`src/rtl/game_pkg.sv`:
```
// Shared types and constants for the 2048 game sequencer.
// Optional feature macro: WIN_DETECT_EN (enables the 2048 win check).
package game_pkg;

  localparam int N = 4;
  localparam int TILE_W = 4;
  localparam int WIN_TILE = 11;
  localparam logic [15:0] LFSR_SEED = 16'hACE1;

  // A tile stores the exponent n of 2^n; 0 is an empty cell.
  typedef logic [TILE_W-1:0] tile_t;
  // One row or column, element 0 is the tile nearest the move edge.
  typedef tile_t [0:N-1] line_t;
  // Board addressed as board[row][col].
  typedef line_t [0:N-1] board_t;

  typedef enum logic [1:0] {RIGHT, LEFT, UP, DOWN} dir_t;

  typedef enum logic [2:0] {
    WAIT_START,
    IDLE,
    SLIDE,
    SPAWN,
    CHECK,
    LOST,
    WON
  } state_t;

  // Merged tile value, pinned at the largest encodable exponent.
  function automatic tile_t tile_inc(tile_t t);
    return (t == '1) ? t : t + tile_t'(1);
  endfunction

  // 16-bit Fibonacci LFSR, x^16 + x^14 + x^13 + x^11 + 1.
  function automatic logic [15:0] lfsr_next(logic [15:0] s);
    return {s[14:0], s[15] ^ s[13] ^ s[12] ^ s[10]};
  endfunction

endpackage

```
`src/rtl/game_sequencer_if.sv`:
```
// Button inputs and board/status outputs of the game sequencer.
interface game_sequencer_if;
  import game_pkg::*;

  logic   mov_right;
  logic   mov_left;
  logic   mov_up;
  logic   mov_down;
  board_t matrix;
  logic   defeat;
  logic   win;
  logic   busy;

  modport master (
    output mov_right, mov_left, mov_up, mov_down,
    input  matrix, defeat, win, busy
  );

  modport slave (
    input  mov_right, mov_left, mov_up, mov_down,
    output matrix, defeat, win, busy
  );

endinterface

```
`src/rtl/line_merge.sv`:
```
// Combinational slide of one line toward element 0: compress, merge
// equal neighbours once, compress again.
module line_merge
  import game_pkg::*;
(
  input  line_t line_in,
  output line_t line_out,
  output logic  changed
);

  line_t      comp;
  line_t      merged;
  logic [2:0] wr_idx;

  // Compress, merge once per pair, re-compress, then flag any difference
  always_comb begin
    comp     = '0;
    merged   = '0;
    line_out = '0;
    wr_idx   = '0;
    for (int i = 0; i < N; i++) begin
      if (line_in[i] != '0) begin
        comp[wr_idx[1:0]] = line_in[i];
        wr_idx = wr_idx + 3'd1;
      end
    end
    merged = comp;
    // A merged pair leaves a zero behind it, so it cannot merge again
    for (int i = 0; i < N - 1; i++) begin
      if (merged[i] != '0 && merged[i] == merged[i+1]) begin
        merged[i]   = tile_inc(merged[i]);
        merged[i+1] = '0;
      end
    end
    wr_idx = '0;
    for (int i = 0; i < N; i++) begin
      if (merged[i] != '0) begin
        line_out[wr_idx[1:0]] = merged[i];
        wr_idx = wr_idx + 3'd1;
      end
    end
    changed = (line_out != line_in);
  end

endmodule

```
`src/rtl/game_sequencer.sv`:
```
// 2048 game sequencer: button edge detection, line-by-line slide,
// random tile spawn and end-of-game check.
// Optional feature macro: WIN_DETECT_EN (stop with win=1 on a 2048 tile).
module game_sequencer
  import game_pkg::*;
(
  input  logic            clk,
  input  logic            reset,
  game_sequencer_if.slave gif
);

  state_t      state_q, state_d;
  board_t      board_q, board_d;
  dir_t        dir_q, dir_d;
  logic [1:0]  line_q, line_d;
  logic        moved_q, moved_d;
  logic [3:0]  scan_q, scan_d;
  logic [3:0]  scan_cnt_q, scan_cnt_d;
  logic        second_q, second_d;
  logic [15:0] lfsr_q, lfsr_d;
  logic [3:0]  btn_q, btn_d;
  logic        defeat_q, defeat_d;
  logic        busy_q, busy_d;
`ifdef WIN_DETECT_EN
  logic        win_q, win_d;
  logic        any_win;
`endif

  logic [3:0]  btn_raw;
  logic [3:0]  press;
  logic        press_any;
  dir_t        press_dir;
  line_t       line_in;
  line_t       line_out;
  logic        line_changed;
  logic        any_empty;
  logic        any_pair;

  // Bit order {right, left, up, down}; buttons idle high
  assign btn_raw   = {gif.mov_right, gif.mov_left, gif.mov_up, gif.mov_down};
  assign press     = btn_q & ~btn_raw;
  assign press_any = |press;

  // Pick one direction when several buttons go down together
  always_comb begin
    if (press[3])      press_dir = RIGHT;
    else if (press[2]) press_dir = LEFT;
    else if (press[1]) press_dir = UP;
    else               press_dir = DOWN;
  end

  // Gather the active line with the tile nearest the move edge first
  always_comb begin
    line_in = '0;
    for (int i = 0; i < N; i++) begin
      case (dir_q)
        RIGHT:   line_in[i] = board_q[line_q][N-1-i];
        LEFT:    line_in[i] = board_q[line_q][i];
        UP:      line_in[i] = board_q[i][line_q];
        DOWN:    line_in[i] = board_q[N-1-i][line_q];
        default: line_in[i] = board_q[line_q][i];
      endcase
    end
  end

  line_merge u_line_merge (
    .line_in  (line_in),
    .line_out (line_out),
    .changed  (line_changed)
  );

  // Board-wide status used by CHECK
  always_comb begin
    any_empty = 1'b0;
    any_pair  = 1'b0;
    for (int r = 0; r < N; r++) begin
      for (int c = 0; c < N; c++) begin
        if (board_q[r][c] == '0) any_empty = 1'b1;
      end
    end
    for (int r = 0; r < N; r++) begin
      for (int c = 0; c < N - 1; c++) begin
        if (board_q[r][c] != '0 && board_q[r][c] == board_q[r][c+1]) any_pair = 1'b1;
      end
    end
    for (int r = 0; r < N - 1; r++) begin
      for (int c = 0; c < N; c++) begin
        if (board_q[r][c] != '0 && board_q[r][c] == board_q[r+1][c]) any_pair = 1'b1;
      end
    end
  end

`ifdef WIN_DETECT_EN
  // Any cell holding the winning exponent
  always_comb begin
    any_win = 1'b0;
    for (int r = 0; r < N; r++) begin
      for (int c = 0; c < N; c++) begin
        if (board_q[r][c] == tile_t'(WIN_TILE)) any_win = 1'b1;
      end
    end
  end
`endif

  // Next-state, board update and next registered outputs
  always_comb begin
    state_d    = state_q;
    board_d    = board_q;
    dir_d      = dir_q;
    line_d     = line_q;
    moved_d    = moved_q;
    scan_d     = scan_q;
    scan_cnt_d = scan_cnt_q;
    second_d   = second_q;
    defeat_d   = defeat_q;
`ifdef WIN_DETECT_EN
    win_d      = win_q;
`endif
    lfsr_d     = lfsr_next(lfsr_q);
    btn_d      = btn_raw;

    case (state_q)
      WAIT_START: begin
        // First press seeds the board with two tiles, no slide
        if (press_any) begin
          state_d    = SPAWN;
          scan_d     = lfsr_q[3:0];
          scan_cnt_d = '0;
          second_d   = 1'b1;
        end
      end
      IDLE: begin
        if (press_any) begin
          state_d = SLIDE;
          dir_d   = press_dir;
          line_d  = '0;
          moved_d = 1'b0;
        end
      end
      SLIDE: begin
        for (int i = 0; i < N; i++) begin
          case (dir_q)
            RIGHT:   board_d[line_q][N-1-i] = line_out[i];
            LEFT:    board_d[line_q][i]     = line_out[i];
            UP:      board_d[i][line_q]     = line_out[i];
            DOWN:    board_d[N-1-i][line_q] = line_out[i];
            default: board_d[line_q][i]     = line_out[i];
          endcase
        end
        moved_d = moved_q | line_changed;
        line_d  = line_q + 2'd1;
        if (line_q == 2'(N - 1)) begin
          if (moved_d) begin
            state_d    = SPAWN;
            scan_d     = lfsr_q[3:0];
            scan_cnt_d = '0;
            second_d   = 1'b0;
          end else begin
            state_d = CHECK;
          end
        end
      end
      SPAWN: begin
        if (board_q[scan_q[3:2]][scan_q[1:0]] == '0) begin
          board_d[scan_q[3:2]][scan_q[1:0]] = tile_t'(1);
          if (second_q) begin
            second_d   = 1'b0;
            scan_d     = lfsr_q[3:0];
            scan_cnt_d = '0;
          end else begin
            state_d = CHECK;
          end
        end else if (scan_cnt_q == 4'd15) begin
          // Full board: nowhere to place a tile
          state_d = CHECK;
        end else begin
          scan_d     = scan_q + 4'd1;
          scan_cnt_d = scan_cnt_q + 4'd1;
        end
      end
      CHECK: begin
`ifdef WIN_DETECT_EN
        if (any_win) begin
          win_d   = 1'b1;
          state_d = WON;
        end else
`endif
        if (!any_empty && !any_pair) begin
          defeat_d = 1'b1;
          state_d  = LOST;
        end else begin
          state_d = IDLE;
        end
      end
      LOST:    state_d = LOST;
      WON:     state_d = WON;
      default: state_d = WAIT_START;
    endcase

    busy_d = (state_d == SLIDE) || (state_d == SPAWN) || (state_d == CHECK);
  end

  // Register state, board and outputs; active-low synchronous reset
  always_ff @(posedge clk) begin
    if (!reset) begin
      state_q    <= WAIT_START;
      board_q    <= '0;
      dir_q      <= RIGHT;
      line_q     <= '0;
      moved_q    <= 1'b0;
      scan_q     <= '0;
      scan_cnt_q <= '0;
      second_q   <= 1'b0;
      lfsr_q     <= LFSR_SEED;
      btn_q      <= '1;
      defeat_q   <= 1'b0;
      busy_q     <= 1'b0;
`ifdef WIN_DETECT_EN
      win_q      <= 1'b0;
`endif
    end else begin
      state_q    <= state_d;
      board_q    <= board_d;
      dir_q      <= dir_d;
      line_q     <= line_d;
      moved_q    <= moved_d;
      scan_q     <= scan_d;
      scan_cnt_q <= scan_cnt_d;
      second_q   <= second_d;
      lfsr_q     <= lfsr_d;
      btn_q      <= btn_d;
      defeat_q   <= defeat_d;
      busy_q     <= busy_d;
`ifdef WIN_DETECT_EN
      win_q      <= win_d;
`endif
    end
  end

  assign gif.matrix = board_q;
  assign gif.defeat = defeat_q;
  assign gif.busy   = busy_q;
`ifdef WIN_DETECT_EN
  assign gif.win    = win_q;
`else
  assign gif.win    = 1'b0;
`endif

endmodule

```
`src/flat_wrapper.sv`:
```
// flat-port wrapper written by rule: the top's interface ports become plain ports
module game_sequencer_flat import game_pkg::*;
  (clk, reset, gif_mov_right, gif_mov_left, gif_mov_up, gif_mov_down, gif_matrix, gif_defeat, gif_win, gif_busy);
  game_sequencer_if gif_i ();
  input  logic clk;
  input  logic reset;
  input wire logic [$bits(gif_i.mov_right)-1:0] gif_mov_right;
  input wire logic [$bits(gif_i.mov_left)-1:0] gif_mov_left;
  input wire logic [$bits(gif_i.mov_up)-1:0] gif_mov_up;
  input wire logic [$bits(gif_i.mov_down)-1:0] gif_mov_down;
  output wire logic [$bits(gif_i.matrix)-1:0] gif_matrix;
  output wire logic [$bits(gif_i.defeat)-1:0] gif_defeat;
  output wire logic [$bits(gif_i.win)-1:0] gif_win;
  output wire logic [$bits(gif_i.busy)-1:0] gif_busy;
  assign gif_i.mov_right = gif_mov_right;
  assign gif_i.mov_left = gif_mov_left;
  assign gif_i.mov_up = gif_mov_up;
  assign gif_i.mov_down = gif_mov_down;
  assign gif_matrix = gif_i.matrix;
  assign gif_defeat = gif_i.defeat;
  assign gif_win = gif_i.win;
  assign gif_busy = gif_i.busy;
  game_sequencer u_core (.clk(clk), .reset(reset), .gif(gif_i));
endmodule
```
`config.mk`:
```
export PLATFORM = sky130hd
export DESIGN_NAME = game_sequencer_flat
export DESIGN_NICKNAME = d
export VERILOG_FILES = /design/src/rtl/game_pkg.sv /design/src/rtl/game_sequencer_if.sv /design/src/rtl/line_merge.sv /design/src/rtl/game_sequencer.sv /design/src/flat_wrapper.sv
export SDC_FILE = /design/constraint.sdc
export NUM_CORES = 1
export LEC_CHECK = 0
export BUFFER_PORTS_ARGS = -buffer_cell sky130_fd_sc_hd__buf_2
export CORE_MARGIN = 5
export CORE_UTILIZATION = 36
export DETAILED_ROUTE_END_ITERATION = 16
export PLACE_DENSITY_LB_ADDON = 0.2
export RECOVER_POWER = 100
export SYNTH_ARGS = -nofsm -noshare
export SYNTH_HDL_FRONTEND = slang
export SYNTH_SLANG_ARGS = --single-unit
```
`constraint.sdc`:
```
create_clock -name clk -period 9.33 [get_ports clk]
set_input_delay 1.866 -clock clk [delete_from_list [all_inputs] [get_ports clk]]
set_output_delay 1.866 -clock clk [all_outputs]
set_load 0.05 [all_outputs]
```
==> metrics <==
CP most frequent cell=nor2_1; period utilization=97.21%; initial core utilization=36.31%; Setup Skew=0.007942 ns; Crit Path Class=reg -> reg; top-level port count=73; endpoint class of the critical path=register; CTS root buf=clkbuf_16; worst setup path end=u_core.gif.matrix[35]$_SDFFE_PN0P_; row cnt=66; antenna viol nets, final=0; Post-synth top cells=nor2_1 (160), nand2_1 (149), a21oi_1 (131), clkbuf_1 (109), dfxtp_1 (103); FF-to-FF path depth=35; setup violators final=0; Port-buffer cells=71; top-count cell post-synth=nor2_1; Syn. warnings=0; synthesized cell area=0.01175 mm²; via count of the first global-routing pass=approximately 13000; Placed Area=0.01309 mm²; largest net degree at the start of global routing=59; remaining global-route overflow=0; proportion of layout cells with a drive suffix above 1=approximately 15%; Clock Path Buffers=2; all-layer global routing usage=approximately 31%; top cell type's share of synthesized area=17.54%; CP top delay family=compound AO/OA/AOI/OAI gates; DRC viols=0; DP HPWL=45630 µm; Req. time, crit path=roughly 9.5 ns; final wirelength=59040 µm; cell depth of the worst setup path=35; core area=~0.032 mm²; top cells by area, synth=dfxtp_1 (18%), mux2i_1 (5.9%), a21oi_1 (5.6%); Post-synth EDFFs=0; Crit-path slowest cell=o41ai_1; Max-Cap Viols=1; TritonCTS clock tree=done; Die ar.=around 0.036 mm²; Design Area, Final=0.01350 mm²; number of synthesized register bits=around 100; hold crit path type=reg -> reg; Die Ht=190.7 µm; first-pass GRT wire length=about 86000 µm; Placer Congestion=1.058; ys flop type=dfxtp_1; initial antenna violation count=3; fmax=~110 MHz; htree depth=3; post-synthesis average cell area=roughly 7.2 µm²; arrival time at the worst endpoint=a little over 9 ns; fin crit period=around 9 ns; CTS buffer count=9; WL/cell=around 27 µm; Startpoint Class=register; clock slew at reported path FFs=0.08 ns; final hold vios=0; Post-Synthesis Cells=~1600; Critical Path Fanout Max=21; buffer and inverter count on the worst path=5; area leader, netlist=dfxtp_1; failing checks=capacitance limit, slew limit; post-synth net total=1669; Via density=between 6 and 7; status=complete, but fails checks; Worst R2R End=u_core.gif.matrix[35]$_SDFFE_PN0P_; reg-to-reg slack, setup=between 0.2 and 0.3 ns; Max Slew Vio Count=slightly above 50; Max-slew headroom=-52.98%; Crit path largest cell delay=0.63 ns; crit path launch=u_core.line_q[0]$_SDFFE_PN0P_; Area Growth Syn to Fin=14.84%; first-pass iteration count of the detailed router=6; Tightest Pin Transition=2.295 ns; Nets=1749; initial drt markers=2505; vias=14300; clock sink count=103; post-synth cell types=90; FF-to-FF Start=u_core.line_q[0]$_SDFFE_PN0P_; Async SR Flop Fraction=0%; sequential share of the synthesized area=17.54%; die width=190.7 µm; Clock Latency Late Sink=0.37 ns
==> placed cells by master (no fill, tap or decap), drive strengths merged, types with 20 or more instances in the layout <==
| master | Yosys | final |
|---|---|---|
| clkbuf | 109 | 77 |
| ha | 20 | 20 |
| nand3 | 55 | 55 |
| a21oi | 135 | 135 |
| a31oi | 31 | 31 |
| nand2b | 23 | 23 |
| nor4 | 27 | 27 |
| nand4 | 34 | 34 |
| inv | 48 | 51 |
| nor2 | 161 | 161 |
| mux2i | 70 | 70 |
| dfxtp | 103 | 103 |
| o22ai | 29 | 29 |
| a22oi | 25 | 25 |
| and2 | 25 | 25 |
| xor2 | 48 | 48 |
| nor3 | 33 | 33 |
| mux2 | 26 | 26 |
| nand2 | 149 | 149 |
| xnor2 | 70 | 70 |
| o21ai | 82 | 82 |
| buf | 43 | 153 |
| a211oi | 30 | 30 |
==> what timing repair did <==
action | in CTS | in global routing
pin swaps | 0 | 5
gates cloned | 0 | 0
hold buffers | 0 | 0
setup buffers | 1 | 6
resized for setup | 0 | 24
endpoints found under the setup margin | 3 | 35
==> logic make-up (layout without fill, tap and decap cells) <==
group	Yosys count	after routing	share of synthesized area (%)
flip-flops	103	103	17.55
other	1	4	0.03191
AO/OA/AOI/OAI	518	518	30.78
multiplexers	100	100	9.358
buffers and inverters	203	288	7.324
adder cells (fa/ha/maj)	20	20	2.129
AND/OR/NAND/NOR	580	580	24.04
XOR/XNOR	118	118	8.794
==> sequential cells by signal, summed over array words and instances, names as in the netlist <==
| register | cells |
|---|---|
| u_core.dir_q | 2 |
| u_core.state_q | 3 |
| u_core.scan_cnt_q | 4 |
| u_core.lfsr_q | 16 |
| u_core.second_q | 1 |
| u_core.moved_q | 1 |
| u_core.line_q | 2 |
| u_core.gif.busy | 1 |
| u_core.gif.defeat | 1 |
| u_core.gif.matrix | 64 |
| u_core.scan_q | 4 |
| u_core.btn_q | 4 |
==> layer usage <==
| layer | global-route usage (%) | routed length, µm |
|---|---|---|
| met5 | 0 | 0 |
| met1 | 44.16 | 24710 |
| met3 | 10.93 | 8514 |
| met4 | 8.591 | 1971 |
| met2 | 44.15 | 23840 |
==> through the flow <==
step	setup slack (ns)	setup TNS (ns)	utilization, %	instances	hold slack, ns
final	0.2603	0	41.69	2173	0.4128
after global routing	-0.07175	-0.3918	41.67	2170	0.4239
after CTS	0.03104	0	41.47	2164	0.4182
after detailed placement	0.02530	0	40.44	2147	0.3956
after global placement	0.04452	0	40.44	2147	0.3898
after floorplan	0.2044	0	-	1643	0.3863
==> worst min path at each step <==
stage	depth (start not counted)	from	slack (ns)	endpoint
floorplan	1	u_core.lfsr_q[9]$_SDFF_PN0_	0.39	u_core.lfsr_q[10]$_SDFF_PN1_
global placement	1	u_core.lfsr_q[6]$_SDFF_PN1_	0.39	u_core.lfsr_q[7]$_SDFF_PN1_
detailed placement	1	u_core.lfsr_q[5]$_SDFF_PN1_	0.40	u_core.lfsr_q[6]$_SDFF_PN1_
CTS	1	u_core.lfsr_q[9]$_SDFF_PN0_	0.42	u_core.lfsr_q[10]$_SDFF_PN1_
global route	1	u_core.lfsr_q[4]$_SDFF_PN0_	0.42	u_core.lfsr_q[5]$_SDFF_PN1_
finish	1	u_core.lfsr_q[9]$_SDFF_PN0_	0.41	u_core.lfsr_q[10]$_SDFF_PN1_
==> cell type report <==
class | count | area, µm²
well taps | 442 | 553.0
clock inverters | 7 | 95.09
diodes | 3 | 7.507
flip-flops and latches | 103 | 2071
inverters | 51 | 191.4
repair buffers | 221 | 1411
clock buffers | 9 | 225.2
multi-input cells | 1337 | 8942
fillers | 3452 | 18870
Power is left out: the tool's default activity adds up to more than one toggle a clock period on the data nets, which glitch-free logic cannot reach.
